File: src/rtl/div_rate_ctrl.sv
// div_rate_ctrl: run-time programmable 50%-duty clock generator with tick strobe.
// A new half-period is offered through a valid/ready handshake. It is held in a
// shadow register and applied only at a period boundary, so the output never
// glitches and never produces a runt phase. When enable drops, the controller
// finishes the current high phase before it halts.
// Optional build macro DIV_RATE_CTRL_TICKCNT_EN adds a 16-bit tick_count output.
// This counter counts ticks and is cleared whenever a new configuration is applied.

module div_rate_ctrl #(
  parameter int CNT_W      = 16,
  parameter int RESET_HALF = 4
) (
  input  logic             clock1M,
  input  logic             reset,
  input  logic             enable,
  input  logic             cfg_valid,
  input  logic [CNT_W-1:0] cfg_half,
  output logic             cfg_ready,
  output logic             clk_out,
  output logic             tick,
  output logic             running,
  output logic             cfg_pending
`ifdef DIV_RATE_CTRL_TICKCNT_EN
  ,
  output logic [15:0]      tick_count
`endif
);

  typedef enum logic [1:0] {
    IDLE  = 2'd0,
    RUN   = 2'd1,
    DRAIN = 2'd2
  } state_t;

  state_t           state_q, state_d;
  logic [CNT_W-1:0] cnt_q, cnt_d;
  logic [CNT_W-1:0] half_act_q, half_act_d;
  logic [CNT_W-1:0] shadow_q, shadow_d;
  logic             clk_out_q, clk_out_d;
  logic             tick_q, tick_d;
  logic             running_q, running_d;
  logic             cfg_pending_q, cfg_pending_d;
  logic             cfg_ready_q, cfg_ready_d;
  logic             apply;
  logic             capture;
  logic             terminal;
`ifdef DIV_RATE_CTRL_TICKCNT_EN
  logic [15:0]      tick_count_q, tick_count_d;
`endif

  // Next-state logic: phase counting, start/stop sequencing, config capture and apply
  always_comb begin
    state_d       = state_q;
    cnt_d         = cnt_q;
    clk_out_d     = clk_out_q;
    tick_d        = 1'b0;
    half_act_d    = half_act_q;
    shadow_d      = shadow_q;
    cfg_pending_d = cfg_pending_q;
    apply         = 1'b0;
    capture       = cfg_valid && cfg_ready_q;
    terminal      = (cnt_q == half_act_q);

    case (state_q)
      IDLE: begin
        cnt_d     = '0;
        clk_out_d = 1'b0;
        apply     = cfg_pending_q;
        if (enable) begin
          state_d = RUN;
        end
      end
      RUN, DRAIN: begin
        if (terminal) begin
          cnt_d = '0;
          if (!clk_out_q) begin
            if (enable) begin
              clk_out_d = 1'b1;
              tick_d    = 1'b1;
              state_d   = RUN;
            end else begin
              state_d = IDLE;
            end
          end else begin
            clk_out_d = 1'b0;
            apply     = cfg_pending_q;
            state_d   = enable ? RUN : IDLE;
          end
        end else begin
          cnt_d   = cnt_q + CNT_W'(1);
          state_d = enable ? RUN : DRAIN;
        end
      end
      default: begin
        state_d   = IDLE;
        cnt_d     = '0;
        clk_out_d = 1'b0;
      end
    endcase

    if (capture) begin
      shadow_d      = cfg_half;
      cfg_pending_d = 1'b1;
    end
    if (apply) begin
      half_act_d    = shadow_q;
      cfg_pending_d = 1'b0;
    end

    cfg_ready_d = !cfg_pending_d;
    running_d   = (state_d != IDLE);
  end

`ifdef DIV_RATE_CTRL_TICKCNT_EN
  // Tick counter update: restart on config apply, otherwise count each tick
  always_comb begin
    tick_count_d = tick_count_q;
    if (apply) begin
      tick_count_d = 16'd0;
    end else if (tick_d) begin
      tick_count_d = tick_count_q + 16'd1;
    end
  end

  // Tick counter register
  always_ff @(posedge clock1M or posedge reset) begin
    if (reset) begin
      tick_count_q <= 16'd0;
    end else begin
      tick_count_q <= tick_count_d;
    end
  end

  assign tick_count = tick_count_q;
`endif

  // State and output registers; reset discards any pending configuration
  always_ff @(posedge clock1M or posedge reset) begin
    if (reset) begin
      state_q       <= IDLE;
      cnt_q         <= '0;
      half_act_q    <= CNT_W'(RESET_HALF);
      shadow_q      <= '0;
      clk_out_q     <= 1'b0;
      tick_q        <= 1'b0;
      running_q     <= 1'b0;
      cfg_pending_q <= 1'b0;
      cfg_ready_q   <= 1'b1;
    end else begin
      state_q       <= state_d;
      cnt_q         <= cnt_d;
      half_act_q    <= half_act_d;
      shadow_q      <= shadow_d;
      clk_out_q     <= clk_out_d;
      tick_q        <= tick_d;
      running_q     <= running_d;
      cfg_pending_q <= cfg_pending_d;
      cfg_ready_q   <= cfg_ready_d;
    end
  end

  assign clk_out     = clk_out_q;
  assign tick        = tick_q;
  assign running     = running_q;
  assign cfg_pending = cfg_pending_q;
  assign cfg_ready   = cfg_ready_q;

endmodule
File: config.mk
export PLATFORM = sky130hd
export DESIGN_NAME = div_rate_ctrl
export DESIGN_NICKNAME = d
export VERILOG_FILES = /design/src/rtl/div_rate_ctrl.sv
export SDC_FILE = /design/constraint.sdc
export NUM_CORES = 1
export LEC_CHECK = 0
export ABC_AREA = 1
export BUFFER_PORTS_ARGS = -buffer_cell sky130_fd_sc_hd__buf_4
export CORE_MARGIN = 2
export CORE_UTILIZATION = 58
export DETAILED_ROUTE_END_ITERATION = 10
export PLACE_DENSITY = 0.78
export SLEW_MARGIN = 20
export SYNTH_ARGS = -nofsm -noshare
export SYNTH_HDL_FRONTEND = slang
export SYNTH_SLANG_ARGS = --single-unit
File: constraint.sdc
create_clock -name clock1M -period 2.4 [get_ports clock1M]
set_clock_uncertainty 0.05 [all_clocks]
set_input_delay 0.48 -clock clock1M [delete_from_list [all_inputs] [get_ports clock1M]]
set_output_delay 0.48 -clock clock1M [all_outputs]
set_load 0.05 [all_outputs]
## Yosys cells after proc, flatten, opt, wreduce, memory -nomap -nowiden

Index checks and enable logic that the tools add are counted.

| cells by class | value |
|---|---|
| add/subtract/negate cells | 1 |
| reduce and logical (&&, ||, !) cells | 5 |
| muxes and demuxes | 18 |
| equal/unequal tests | 4 |

Operator list:

| operator | number |
|---|---|
| 16-bit two-way mux | 2 |
| 16-bit by 1-bit adder with 16-bit output, second input constant | 1 |
| 16-bit == test | 1 |
| 1-bit two-way mux | 11 |
| 2-bit two-way mux | 3 |
| 2-bit case mux with 2 select lines | 1 |
| 2-bit by 1-bit == test with 1-bit output, second input constant | 1 |
| 2-bit == test, second input constant | 1 |
| 2-bit logical NOT | 1 |
| 2-bit inequality test, second input constant | 1 |
| 1-bit case mux with 2 select lines | 1 |
| 2-bit nonzero test | 1 |
| 2-bit OR reduction | 1 |
| 1-bit logical AND | 1 |
| 1-bit logical NOT | 1 |

| word-level totals | value |
|---|---|
| bits in registers | 55 |
| output and inout port bits | 5 |
| bits of input ports | 20 |
| word-level logic and storage cells | 37 |

## Logic depth before layout (Yosys ltp)

| logic depth | value |
|---|---|
| word-level depth | 5 |
| gate-level depth with buffers | 12 |
| depth with buffers taken out | 11 |

## Worst setup path after synthesis

No wires, ideal clock.

| path | value |
|---|---|
| kind | register -> register |
| start point | reg cfg_pending_q (netlist: cfg_pending) |
| end point | reg half_act_q[0] |
| required time | 2.284 ns |
| slack | 0.798 ns |
| buffers on the path | 1 |
| clock period less this slack | 1.602 ns |
| arrival | 1.486 ns |
| cell stages (with the launch flop) | 6 |
| library setup time | 0.066 ns |
| path through | dfrtp_1 > inv_1 > nor2_2 > clkbuf_1 > nand3_1 > nand2_1 |

| between the ends | value |
|---|---|
| cells in the longest elaborated chain, start to end | 3 |

Ends and longest elaborated chain:

| element | line | text |
|---|---|---|
| from (decl) | 42 | `logic cfg_pending_q, cfg_pending_d;` |
| from (signal assigned) | 157 | `cfg_pending_q <= cfg_pending_d;` |
| 1-bit two-way mux | 76 | `if (!clk_out_q) begin` |
| 1-bit two-way mux | 74 | `if (terminal) begin` |
| 1-bit case mux with 2 select lines * | 64 | `case (state_q)` |
| to (signal assigned) | 142 | `half_act_q <= CNT_W'(RESET_HALF);` |
| to (signal assigned) | 152 | `half_act_q <= half_act_d;` |
| to (decl) | 37 | `logic [CNT_W-1:0] half_act_q, half_act_d;` |

Every way passes the cells marked *; elsewhere a longest branch is shown, timed or not.
A chain may end at the register's enable or synchronous reset.

## Worst setup path in the final report

| path | value |
|---|---|
| start point | reg half_act_q[2] |
| end point | reg running_q (netlist: running) |

| between the ends | value |
|---|---|
| cells in the longest elaborated chain, start to end | 4 |

Ends and longest elaborated chain:

| element | line | text |
|---|---|---|
| 16-bit == test | 62 | `terminal = (cnt_q == half_act_q);` |
| 2-bit two-way mux | 74 |  |
| 2-bit case mux with 2 select lines | 64 |  |
| 2-bit nonzero test | 111 | `running_d = (state_d != IDLE);` |
| named net running_d | 41 | `logic running_q, running_d;` |
| to (signal assigned) | 156 | `running_q <= running_d;` |
| to (decl) | 41 |  |

The timed path passes the listed nets, and every way through them passes these cells.

==> flow_summary.toml <==
[setup_path]
arrival_ns = 1.99
regToRegStartpoint = "half_act_q[2]"
critPathSlowestCell = "dfstp_2"
worst_setup_path_end_kind = "register"
critPathBufInv = 2
cpMostUsedCell = "nand2_1"
startpoint = "half_act_q[2]"
worstPathCellList = "inv_1 > nand2_1 > nand2_1 > nor2_1 > nand2_1 > nor2_2 > nand2_1 > nand2_1 > buf_4 > nand2_1 > nand2_1 > nand2_1"
critPathKind = "register to register"
path_delay_family = "simple AND/OR/NAND/NOR gates"
critPathMaxFanout = 16
start_kind = "register"
worst_ep_required_time_ns = 2.54
cp_slowest_stage_delay_ns = 0.56

[clock_tree]
cts_max_level = 2
cts_hold_buf = 0
cts_setup_buffers = 0
tritoncts = "yes"
numCtsBuffers = 5
cts-resized-gates = 0
clk_latency_ns = 0.31
numClockSinks = 55
path_clk_slew_ns = 0.09
clock_path_buffers = 2
cts_root_buf = "clkbuf_8"

[outcome]
status = "complete, no violations"

[synth]
avgSynthCellArea_um2 = 7.73
syn_inst = 340
synth_flop_cell = "dfrtp_1"
netlist_area_um2 = 2630
yosysMostFrequentCell = "nand2_1"
yosys_warnings = 0
synth.net_count = 363
synth-edff-count = 0
synth-seq-cells = 55
ys_seq_area_frac = 0.525
netlist.area_leader.share = 0.505
yosys-top-cells-area = "dfrtp_1 (50%), nand2_1 (21%), inv_1 (5.4%), nor2_1 (4.4%), nand3_1 (3.8%)"
synth_common_cells = "nand2_1 (147), dfrtp_1 (53), inv_1 (38)"
synth_cell_types = 25
post-synth-top-area-cell = "dfrtp_1"
synth-async-reset-ratio = 1.00

[finish]
syn_to_final_growth_pct = 12.6
fin_nets = 393
drive_gt1_frac = 0.135
antenna_cells = 0

[timing]
setup_viol = 0
hold_viol_final = 0
fin_crit_ns = 1.85
worst_slew_pin_slew_ns = 0.477
min_period_over_period = 0.772
postLayoutSetupSlackWorst_ns = 0.547
max_slew_margin = 0.681
rsz0062_at_grt = "no"
fmax_ghz = 0.540
setup_tns_ns = 0
slew_viol_final = 0

[route]
drtPass1Iterations = 4
drc_errors = 0
dr.first_iter.drc_count = 142
wl_per_cell_um = 11.6
via_count = 2118
routed_wl_mm = 4.92
via_per_inst = 5.01
ant_nets = 0

[grt]
overflow = 0
grt_pass1_vias = 1997
grt_max_degree = 25
antenna_found_initial = 0
grt_pass1_wl_mm = 9.07
track_usage = 0.226

[floorplan]
rows = 24
die_area_um2 = 5090
die-width_um = 71.3
initial_utilization = 0.604
die_h_um = 71.3
fp.coreArea_um2 = 4350
io_pins = 25

[place]
preCtsSetupSlack_ns = 0.572
portBuffers = 24
place_hpwl_mm = 3.57
globalplace.congestion = 0.813

[worst_hold_path]
worstHoldPathType = "input pin to asynchronous set/reset pin"

[power_and_ir_drop]
peakVddDrop_mv = 0.991
powerDensity_nw_per_um2 = 1090
p_leak_uw = 0.00157

[flow_run]
drv_cap = 0
[through the flow]
stage / instance area [µm²] / hold WS, ns / util / instances / total power [µW]
after floorplan: 2630 / 0.399 / - / 340 / 2420
after global placement: 2870 / 0.415 / 0.660 / 415 / 2680
after detailed placement: 2870 / 0.423 / 0.660 / 415 / 2730
after CTS: 2960 / 0.152 / 0.680 / 423 / 3230
after global routing: 2960 / 0.160 / 0.680 / 423 / 3510
final: 2960 / 0.138 / 0.680 / 423 / 3220
[final timing paths]
check / endpoint / slack (ns) / cells past startpoint
worst max register to register: running / 0.55 / 12
worst min-delay path: shadow_q[11] / 0.14 / 2
max in group asynchronous: half_act_q[11] / 1.56 / 3
worst min register to register: half_act_q[2] / 0.44 / 2
min in group clock1M: shadow_q[3] / 0.31 / 3
worst max-delay path: running / 0.55 / 12
[routing by layer]
layer  wire length [µm]  up-vias  global-route usage
met4                 55        0              0.0797
met3                151        6              0.0352
li1                   -     1095                   -
met5                  0        -                   0
met2               2300       34               0.358
met1               2410      983               0.321
[cell usage in the layout, fill, tap and decap left out, drive strengths merged]
master,instances
a31oi,1
dfrtp,53
nand4,1
clkbuf,6
o21ai,5
clkinvlp,1
o31ai,2
nor3b,5
nand3,21
dfstp,2
nand2,149
nor2,35
buf,29
xor2,5
ha,3
a21boi,1
nor3,5
clkinv,2
a21oi,4
inv,41
[area by class of cell]
cell class / count / area, µm²
clock buffers: 6 / 72.6
multi-input cells: 237 / 1050
well taps: 52 / 65.1
clock inverters: 2 / 12.5
inverters: 42 / 158
fillers: 350 / 1400
repair buffers: 29 / 218
flip-flops and latches: 55 / 1380
[logic make-up (layout without fill, tap and decap cells)]
kind of cell	Yosys count	count (layout)	share of synthesized area
AOI/OAI and AO/OA	13	13	0.0281
xor gates and xnor gates	5	5	0.0167
adders and majority gates	3	3	0.0143
buffers and inverters	48	79	0.0742
DFF	55	55	0.525
and+or+nand+nor	216	216	0.342
[flip-flops by register name, summed over array words and instances (netlist names)]
signal       flops
running          1
shadow_q        16
half_act_q      16
tick             1
clk_out          1
cfg_pending      1
state_q          2
cfg_ready        1
cnt_q           16
[report_power, final]
part | switching, µW | total, µW | internal [µW]
logic | 820 | 1250 | 432
registers | 228 | 1470 | 1240
clock network | 290 | 495 | 205
[worst reg2reg max path, stage by stage, from the launching register on]
cell	delay [ns]
dfstp_2	0.56
inv_1	0.05
nand2_1	0.05
nand2_1	0.05
nor2_1	0.10
nand2_1	0.07
nor2_2	0.17
nand2_1	0.12
nand2_1	0.07
buf_4	0.22
nand2_1	0.08
nand2_1	0.09
nand2_1	0.06
(Power assumes the default switching activity.)
